**config.mk**
```make
export PLATFORM = sky130hd
export DESIGN_NAME = fifo_word_serializer_flat
export DESIGN_NICKNAME = d
export VERILOG_FILES = /design/src/rtl/fifo_word_serializer_if.sv /design/src/rtl/fifo_word_serializer.sv /design/src/flat_wrapper.sv
export SDC_FILE = /design/constraint.sdc
export NUM_CORES = 1
export LEC_CHECK = 0
export BUFFER_PORTS_ARGS = -buffer_cell sky130_fd_sc_hd__buf_2
export CORE_MARGIN = 2
export CORE_UTILIZATION = 33
export CTS_BUF_LIST = sky130_fd_sc_hd__clkbuf_16
export DETAILED_ROUTE_END_ITERATION = 10
export PLACE_DENSITY = 0.53
export REMOVE_ABC_BUFFERS = 1
export SETUP_SLACK_MARGIN = 0.4
export SLEW_MARGIN = 20
export SYNTH_ARGS = -nofsm -noshare
export SYNTH_HDL_FRONTEND = slang
export SYNTH_SLANG_ARGS = --single-unit
```
**constraint.sdc**
```tcl
create_clock -name clk -period 2.96 [get_ports clk]
set_clock_uncertainty 0.15 [all_clocks]
set_input_delay 0.296 -clock clk [delete_from_list [all_inputs] [get_ports clk]]
set_output_delay 0.296 -clock clk [all_outputs]
set_load 0.1 [all_outputs]
```
**src/rtl/fifo_word_serializer_if.sv**
```systemverilog
// FIFO read port and serial valid/ready stream bundled between the serializer
// (master) and the FIFO/downstream link side (slave).
interface fifo_word_serializer_if #(
  parameter int unsigned DATA_WIDTH = 32
);

  logic                  fifo_empty;
  logic [DATA_WIDTH-1:0] fifo_data;
  logic                  fifo_cs;
  logic                  fifo_rd_en;

  logic                  ser_ready;
  logic                  ser_valid;
  logic                  ser_bit;
  logic                  ser_first;
  logic                  ser_last;

  modport master (
    input  fifo_empty,
    input  fifo_data,
    input  ser_ready,
    output fifo_cs,
    output fifo_rd_en,
    output ser_valid,
    output ser_bit,
    output ser_first,
    output ser_last
  );

  modport slave (
    output fifo_empty,
    output fifo_data,
    output ser_ready,
    input  fifo_cs,
    input  fifo_rd_en,
    input  ser_valid,
    input  ser_bit,
    input  ser_first,
    input  ser_last
  );

endinterface

```
**src/rtl/fifo_word_serializer.sv**
```systemverilog
// Pops words from a synchronous FIFO and shifts them out bit-serially on a
// valid/ready stream with first/last framing and a completed-word counter.
module fifo_word_serializer #(
  parameter int unsigned DATA_WIDTH = 32,
  parameter bit          MSB_FIRST  = 1'b1,
  parameter int unsigned CNT_WIDTH  = 16
) (
  input  logic                  clk,
  input  logic                  rst,
  input  logic                  enable,
  fifo_word_serializer_if.master bus,
  output logic                  busy,
  output logic [CNT_WIDTH-1:0]  word_count
);

  localparam int unsigned BIT_CNT_W = (DATA_WIDTH > 1) ? $clog2(DATA_WIDTH) : 1;
  localparam logic [BIT_CNT_W-1:0] LAST_BIT = BIT_CNT_W'(DATA_WIDTH - 1);

  typedef enum logic [1:0] {
    IDLE  = 2'd0,
    REQ   = 2'd1,
    LOAD  = 2'd2,
    SHIFT = 2'd3
  } state_e;

  state_e                 state_q;
  state_e                 state_d;

  logic [DATA_WIDTH-1:0]  shreg_q;
  logic [DATA_WIDTH-1:0]  shreg_d;
  logic [BIT_CNT_W-1:0]   bit_cnt_q;
  logic [BIT_CNT_W-1:0]   bit_cnt_d;
  logic [CNT_WIDTH-1:0]   word_count_q;
  logic [CNT_WIDTH-1:0]   word_count_d;

  logic                   fifo_cs_q;
  logic                   fifo_cs_d;
  logic                   ser_valid_q;
  logic                   ser_valid_d;
  logic                   ser_first_q;
  logic                   ser_first_d;
  logic                   ser_last_q;
  logic                   ser_last_d;
  logic                   busy_q;
  logic                   busy_d;

  logic                   can_pop;
  logic                   xfer;
  logic                   last_xfer;

  // fifo_empty only matters where a pop decision is made (IDLE, last bit).
  assign can_pop   = enable && !bus.fifo_empty;
  assign xfer      = (state_q == SHIFT) && bus.ser_ready;
  assign last_xfer = xfer && (bit_cnt_q == LAST_BIT);

  // State register
  always_ff @(posedge clk or negedge rst) begin
    if (!rst) begin
      state_q <= IDLE;
    end else begin
      state_q <= state_d;
    end
  end

  // Next-state logic
  always_comb begin
    state_d = state_q;
    case (state_q)
      IDLE:    if (can_pop) state_d = REQ;
      REQ:     state_d = LOAD;
      LOAD:    state_d = SHIFT;
      SHIFT:   if (last_xfer) state_d = can_pop ? REQ : IDLE;
      default: state_d = IDLE;
    endcase
  end

  // Shift register, bit counter and word counter next values
  always_comb begin
    shreg_d      = shreg_q;
    bit_cnt_d    = bit_cnt_q;
    word_count_d = word_count_q;
    if (state_q == LOAD) begin
      shreg_d   = bus.fifo_data;
      bit_cnt_d = '0;
    end else if (xfer) begin
      shreg_d   = MSB_FIRST ? {shreg_q[DATA_WIDTH-2:0], 1'b0}
                            : {1'b0, shreg_q[DATA_WIDTH-1:1]};
      bit_cnt_d = last_xfer ? '0 : bit_cnt_q + BIT_CNT_W'(1);
    end
    if (last_xfer) begin
      word_count_d = word_count_q + CNT_WIDTH'(1);
    end
  end

  // Output logic: next values of the registered outputs, decoded from state_d
  always_comb begin
    fifo_cs_d   = 1'b0;
    ser_valid_d = 1'b0;
    ser_first_d = 1'b0;
    ser_last_d  = 1'b0;
    busy_d      = 1'b0;
    fifo_cs_d   = (state_d == REQ);
    ser_valid_d = (state_d == SHIFT);
    ser_first_d = ser_valid_d && (bit_cnt_d == '0);
    ser_last_d  = ser_valid_d && (bit_cnt_d == LAST_BIT);
    busy_d      = (state_d != IDLE);
  end

  // Datapath registers
  always_ff @(posedge clk or negedge rst) begin
    if (!rst) begin
      shreg_q      <= '0;
      bit_cnt_q    <= '0;
      word_count_q <= '0;
    end else begin
      shreg_q      <= shreg_d;
      bit_cnt_q    <= bit_cnt_d;
      word_count_q <= word_count_d;
    end
  end

  // Output registers
  always_ff @(posedge clk or negedge rst) begin
    if (!rst) begin
      fifo_cs_q   <= 1'b0;
      ser_valid_q <= 1'b0;
      ser_first_q <= 1'b0;
      ser_last_q  <= 1'b0;
      busy_q      <= 1'b0;
    end else begin
      fifo_cs_q   <= fifo_cs_d;
      ser_valid_q <= ser_valid_d;
      ser_first_q <= ser_first_d;
      ser_last_q  <= ser_last_d;
      busy_q      <= busy_d;
    end
  end

  // The outgoing bit is the live end of the shift register; it drains to zero
  // once a word completes, so ser_bit reads 0 whenever ser_valid is low.
  assign bus.ser_bit    = MSB_FIRST ? shreg_q[DATA_WIDTH-1] : shreg_q[0];
  assign bus.fifo_cs    = fifo_cs_q;
  assign bus.fifo_rd_en = fifo_cs_q;
  assign bus.ser_valid  = ser_valid_q;
  assign bus.ser_first  = ser_first_q;
  assign bus.ser_last   = ser_last_q;
  assign busy           = busy_q;
  assign word_count     = word_count_q;

endmodule

```
**src/flat_wrapper.sv**
```systemverilog
// flat-port wrapper written by rule: the top's interface ports become plain ports
module fifo_word_serializer_flat 
#(
  parameter int unsigned DATA_WIDTH = 32,
  parameter bit          MSB_FIRST  = 1'b1,
  parameter int unsigned CNT_WIDTH  = 16
)
  (clk, rst, enable, busy, word_count, bus_fifo_empty, bus_fifo_data, bus_ser_ready, bus_fifo_cs, bus_fifo_rd_en, bus_ser_valid, bus_ser_bit, bus_ser_first, bus_ser_last);
  fifo_word_serializer_if #(.DATA_WIDTH(DATA_WIDTH)) bus_i ();
  input  logic clk;
  input  logic rst;
  input  logic enable;
  output logic busy;
  output logic [CNT_WIDTH-1:0] word_count;
  input wire logic [$bits(bus_i.fifo_empty)-1:0] bus_fifo_empty;
  input wire logic [$bits(bus_i.fifo_data)-1:0] bus_fifo_data;
  input wire logic [$bits(bus_i.ser_ready)-1:0] bus_ser_ready;
  output wire logic [$bits(bus_i.fifo_cs)-1:0] bus_fifo_cs;
  output wire logic [$bits(bus_i.fifo_rd_en)-1:0] bus_fifo_rd_en;
  output wire logic [$bits(bus_i.ser_valid)-1:0] bus_ser_valid;
  output wire logic [$bits(bus_i.ser_bit)-1:0] bus_ser_bit;
  output wire logic [$bits(bus_i.ser_first)-1:0] bus_ser_first;
  output wire logic [$bits(bus_i.ser_last)-1:0] bus_ser_last;
  assign bus_i.fifo_empty = bus_fifo_empty;
  assign bus_i.fifo_data = bus_fifo_data;
  assign bus_i.ser_ready = bus_ser_ready;
  assign bus_fifo_cs = bus_i.fifo_cs;
  assign bus_fifo_rd_en = bus_i.fifo_rd_en;
  assign bus_ser_valid = bus_i.ser_valid;
  assign bus_ser_bit = bus_i.ser_bit;
  assign bus_ser_first = bus_i.ser_first;
  assign bus_ser_last = bus_i.ser_last;
  fifo_word_serializer #(.DATA_WIDTH(DATA_WIDTH), .MSB_FIRST(MSB_FIRST), .CNT_WIDTH(CNT_WIDTH)) u_core (.clk(clk), .rst(rst), .enable(enable), .bus(bus_i), .busy(busy), .word_count(word_count));
endmodule
```
# Word-level counts from Yosys, hierarchy flattened
# Index checks and enable logic that the tools add are counted.
op_classes:
  n_eq_ne: 7
  muxes: 9
  addsub: 2
  n_reduce_logical: 10
ops:
  columns: ["operator", "count"]
  rows:
  - ["$mux W32", 2]
  - ["$add A16 B1 Y16 const B", 1]
  - ["$mux W5", 3]
  - ["$eq A5 B5 Y1 const B", 2]
  - ["$pmux W2 S4", 1]
  - ["$eq A2 B2 Y1 const B", 3]
  - ["$add A5 B1 Y5 const B", 1]
  - ["$logic_and A1 B1 Y1", 5]
  - ["$logic_not A5 Y1", 1]
  - ["$eq A2 B1 Y1 const B", 2]
  - ["$mux W2", 2]
  - ["$reduce_bool A2 Y1", 2]
  - ["$logic_not A2 Y1", 1]
  - ["$logic_not A1 Y1", 1]
  - ["$mux W1", 1]
totals:
  word_cells: 37
  input_bits: 37
  output_inout_bits: 23
  register_bits: 60

# Longest topological paths before layout
logic_depth:
  word_depth: 8
  depth_mapped: 8
  ltp_nobuf: 8

# Worst setup path after synthesis
# OpenSTA, ideal clock, no wires.
synth_path:
  path_type: "register -> register"
  start: "register u_core.word_count_q[4], in the netlist u_core.word_count[4]"
  end: "register u_core.word_count_q[11], in the netlist u_core.word_count[11]"
  n_path_buf: 0
  synth_period_minus_slack_ns: 2.300
  required_ns: 2.652
  path_stages_with_launch: 5
  setup_ns: 0.158
  slack_ns: 0.660
  t_arrival_ns: 1.992
  cell_sequence: "dfrtp_1 nand4_1 nor4_4 nand4_1 xnor2_1"
synth_via:
  elab_chain_len: 1
synth_rtl:
  columns: ["item", "line_no", "rtl"]
  rows:
  - ["start, declared", "fifo_word_serializer.sv:33", "logic [CNT_WIDTH-1:0] word_count_q;"]
  - ["start signal, assigned", "fifo_word_serializer.sv:118", "word_count_q <= word_count_d;"]
  - ["$add A16 B1 Y16", "fifo_word_serializer.sv:91", "word_count_d = word_count_q + CNT_WIDTH'(1);"]
# No other way between the ends.
# A chain may end at the register's enable or synchronous reset.

# Worst setup path after layout
layout_path:
  start: "register u_core.bit_cnt_q[0]"
  end: "register u_core.ser_first_q, in the netlist u_core.bus.ser_first"
layout_via:
  elab_chain_len: 7
  elab_cells_between_ends: 11
  classes_between: "1 x add/sub; 2 x eq/ne; 5 x mux; 3 x reduce/logical"
layout_rtl:
  columns: ["item", "line_no", "rtl"]
  rows:
  - ["start, declared", "fifo_word_serializer.sv:31", "logic [BIT_CNT_W-1:0] bit_cnt_q;"]
  - ["start signal, assigned", "fifo_word_serializer.sv:117", "bit_cnt_q <= bit_cnt_d;"]
  - ["branches (longest 2 deep; another with $add A5 B1 Y5)", null, null]
  - ["$mux W5 *", "fifo_word_serializer.sv:88", "bit_cnt_d = last_xfer ? '0 : bit_cnt_q + BIT_CNT_W'(1);"]
  - ["$mux W5 *", "fifo_word_serializer.sv:85", "end else if (xfer) begin"]
  - ["$mux W5 *", "fifo_word_serializer.sv:82", "if (state_q == LOAD) begin"]
  - ["net u_core.bit_cnt_d[4]", "fifo_word_serializer.sv:32", "logic [BIT_CNT_W-1:0] bit_cnt_d;"]
  - ["$logic_not A5 Y1 *", "fifo_word_serializer.sv:104", "ser_first_d = ser_valid_d && (bit_cnt_d == '0);"]
  - ["$logic_and A1 B1 Y1 *", "fifo_word_serializer.sv:104", null]
  - ["net u_core.ser_first_d", "fifo_word_serializer.sv:41", "logic ser_first_d;"]
  - ["end signal, assigned", "fifo_word_serializer.sv:133", "ser_first_q <= ser_first_d;"]
  - ["end, declared", "fifo_word_serializer.sv:40", "logic ser_first_q;"]
# Mark *: on every way through the listed nets, which the timed path passes.

==> results summary <==
After detailed routing, the wire length on met1 is 2720 um. The worst register-to-register path has a setup slack of about 0.64 ns. The total number of vias came out at approximately 2000.

For this run the aggregate overflow at the end of global routing stands at 0. The die width came out at a little under 100 um. In this run the tightest slew margin relative to its limit is 0.503. In this run the number of H-tree levels came out at 3. The wire length after detailed routing is approximately 5700 um. The final hold violation count is between 40 and 50.

The antenna diode instance count is 0. The final reports fail on hold timing. The number of buffers added on ports is between 50 and 60. The final design utilization came out at 0.430. The number of nets with antenna violations after detailed routing came out at 0. The final max-slew violation count was 0. The sum of met2 wire segment lengths after detailed routing came out at 2640 um. The analysis attributes to net switching a power of 0.830 mW. The critical path is of the reg2reg type. Summed over all nets, the half-perimeter wirelength after detailed placement is 3870 um. The register clock-pin slew on the reported worst setup and hold paths is approximately 0.050 ns. The number of placed I/O pins came out at 60.

The total of max-cap violations came out at 0. Setup violations remaining at the end of the flow were counted as 0. The root buffer cell chosen for the clock tree is sky130_fd_sc_hd__clkbuf_16.

The maximum number of pins on one net before global-route repair came out at 65. The tightest min-delay check is of the in2async type. The deepest clock path buffer count came out at 2. The Yosys warning count came out at 0. The first-pass iteration count of the detailed router came out at 4. The first-pass GRT wire length is roughly 9400 um. The required time at the worst-slack endpoint came out at approximately 3.1 ns. The number of nets at the end of the flow is 362. The data arrival time of the critical path is about 2.4 ns.

The average size of a mapped cell is 10.7 um^2. The flip-flop and latch count after synthesis came out at 60. The fraction of layout instances using a drive strength above 1 is 0.260. The worst register-to-register path ends at u_core.bus.ser_first$_DFF_PN0_. The TritonCTS clock tree is done.

The all-layer global routing usage is 0.137. The chip height is 96.1 um. The number of distinct library cell variants in the gate-level netlist after synthesis is 33. The switching power share of the total came out at 0.287. The slack of the critical path came out at around 0.64 ns. The total power density per cell area is just over 800 nW/um^2. The maximum fanout encountered on the critical timing path is 8.

The highest metal layer with signal wires is met4. Prior to clock tree synthesis, the placed netlist has a worst setup slack of between 0.6 and 0.7 ns. The cell area after placement is around 3200 um^2.

The congestion estimate from routability-driven global placement came to approximately 0.78. The cell leakage power came out at 1.74 nW. The placeable core region is ~8200 um^2. Summing internal, switching and leakage power gives around 2.9 mW. In the layout the commonest cells are sky130_fd_sc_hd__dfrtp_1, sky130_fd_sc_hd__buf_2, sky130_fd_sc_hd__nand2_1, sky130_fd_sc_hd__o21ai_0, sky130_fd_sc_hd__mux2i_1. The startpoint type of the worst setup path is a register.

Of the total power, registers draw 0.402. The netlist area before placement is approximately 2800 um^2. The part of the total power dissipated in the clock network came out at 0.405. The residual DRC count came out at 0. The die area is 9240 um^2. The met3 routed wirelength is ~280 um. Setup repair after global routing left no endpoint under its margin. The number of cells traversed by the worst register-to-register path is 7.

The via count of the first global-routing pass is just over 2000. The ratio of routed vias to standard cells came out at between 4 and 5. Gates resized during post-CTS repair numbered 0. The final cycle utilization of the critical path came out at 0.784. The total of hold buffers inserted after clock tree synthesis came out at 0. The number of cells in the finished layout apart from fillers came out at 432. The number of rows created at floorplan came out at 33.

The post-route minimum period came out at 2.32 ns. CTS saw 60 sinks. The worst setup path is captured at a register. The part of the power in combinational logic came out at 0.193. The fmax is around 430 MHz. The area growth from synthesis to layout came out at 26.2%. The number of post-CTS setup repair buffers is 0. The run finished, with violations left. The cell-internal power is between 2 and 2.5 mW.

For this configuration, the core starts out at a cell density of 0.341. The peak supply drop is 312 uV. The startpoint identified for the worst register-to-register timing path is u_core.bit_cnt_q[0]$_DFF_PN0_.

For this run, the register share of the synthesized area comes to 0.536. The detailed router finished its first iteration with between 80 and 90 violations. The sum of negative setup slack is 0 ns. The routed length per placed instance is around 13 um.

Synthesis handed over a netlist of around 260 instances. For the pin with the worst max-slew slack, the measured transition is 0.746 ns. The tightest hold margin is -0.0360 ns. The number of placed instances, taps included, is 416. The library cell used most frequently in the layout, excluding fill and tap cells, is sky130_fd_sc_hd__dfrtp_1. The clock latency on the worst-skew pair is ~0.33 ns. The CTS buffer count came out at 9. The number of antenna violations at the first check in global routing is 0.

The finished cells cover between 3000 and 4000 um^2.
[layout make-up]
type	count	area, um^2
Multi-Input combinational cell	181	1220
Clock buffer	9	225
Inverter	8	30.0
Timing Repair Buffer	62	318
Clock inverter	7	108
Sequential cell	60	1500
Fill cell	811	4680
Tap cell	105	131
[worst max-delay path, cell delays in order (launching register included)]
cell and delay (ns):
sky130_fd_sc_hd__dfrtp_1 0.39, sky130_fd_sc_hd__ha_1 0.20, sky130_fd_sc_hd__and3_1 0.16, sky130_fd_sc_hd__ha_1 0.33, sky130_fd_sc_hd__and4b_1 0.25, sky130_fd_sc_hd__a221o_1 0.38
sky130_fd_sc_hd__nor4_1 0.24, sky130_fd_sc_hd__and3_1 0.17
[sequential cells by signal, indices dropped and copies added, names as in the netlist]
name,cells
u_core.shreg_q,32
u_core.bus.fifo_cs,1
u_core.bus.ser_first,1
u_core.state_q,2
u_core.word_count,16
u_core.busy,1
u_core.bit_cnt_q,5
u_core.bus.ser_valid,1
u_core.bus.ser_last,1
[routing by layer]
metal	up-vias	global-route usage
met5	-	0
met4	0	0.0571
met3	6	0.0525
met2	35	0.211
met1	944	0.171
li1	1031	-
[power by group through the flow]
stage | Clock (mW) | Combinational, mW | Sequential (mW)
floorplan | 0 | 0.313 | 1.27
global placement | 0 | 0.559 | 1.17
detailed placement | 0 | 0.568 | 1.18
CTS | 1.20 | 0.571 | 1.16
global route | 1.24 | 0.633 | 1.19
finish | 1.17 | 0.559 | 1.16
[cell usage after synthesis, drive strengths merged]
cell type | number | share of area
nor4 | 4 | 0.020
xnor2 | 14 | 0.044
xor2 | 2 | 0.0063
nor2b | 4 | 0.0098
and4 | 3 | 0.0094
dfrtp | 60 | 0.54
a21bo | 1 | 0.0036
inv | 8 | 0.011
and4bb | 1 | 0.0045
nand3 | 9 | 0.016
and2b | 1 | 0.0031
o21a | 1 | 0.0027
and3 | 4 | 0.0089
mux2i | 31 | 0.11
nor2 | 7 | 0.0094
and4b | 1 | 0.0036
nand4 | 4 | 0.014
a211o | 1 | 0.0031
a311oi | 1 | 0.0031
ha | 3 | 0.013
buf | 6 | 0.012
nor3 | 1 | 0.0018
a32oi | 1 | 0.0031
o21ai | 35 | 0.063
nand4b | 1 | 0.0031
nand2b | 1 | 0.0022
a221o | 3 | 0.011
nand2 | 47 | 0.063
clkbuf | 7 | 0.0094
[cells by family (layout without fill, tap and decap cells)]
group | count (synthesis) | in the layout | share of synthesized area
AND/OR/NAND/NOR | 88 | 88 | 0.169
flip-flops | 60 | 60 | 0.536
AO/OA/AOI/OAI | 43 | 43 | 0.0889
multiplexers | 31 | 31 | 0.111
buffers and inverters | 21 | 86 | 0.0317
XOR/XNOR | 16 | 16 | 0.0500
adder cells (fa/ha/maj) | 3 | 3 | 0.0134
[how the worst max path moves through the flow]
stage / endpoint / slack, ns / depth (start not counted) / from
2_1_floorplan: u_core.shreg_q[0]$_DFFE_PN0P_ / -0.04 / 3 / u_core.state_q[1]$_DFF_PN0_
3_3_place_gp: u_core.bus.ser_first$_DFF_PN0_ / 0.66 / 7 / u_core.bit_cnt_q[0]$_DFF_PN0_
3_5_place_dp: u_core.bus.ser_first$_DFF_PN0_ / 0.63 / 7 / u_core.bit_cnt_q[0]$_DFF_PN0_
4_1_cts: u_core.bus.ser_first$_DFF_PN0_ / 0.62 / 7 / u_core.bit_cnt_q[0]$_DFF_PN0_
5_1_grt: u_core.bus.ser_first$_DFF_PN0_ / 0.45 / 7 / u_core.bit_cnt_q[0]$_DFF_PN0_
6_report: u_core.bus.ser_first$_DFF_PN0_ / 0.64 / 7 / u_core.bit_cnt_q[0]$_DFF_PN0_
(Power assumes the default switching activity.)
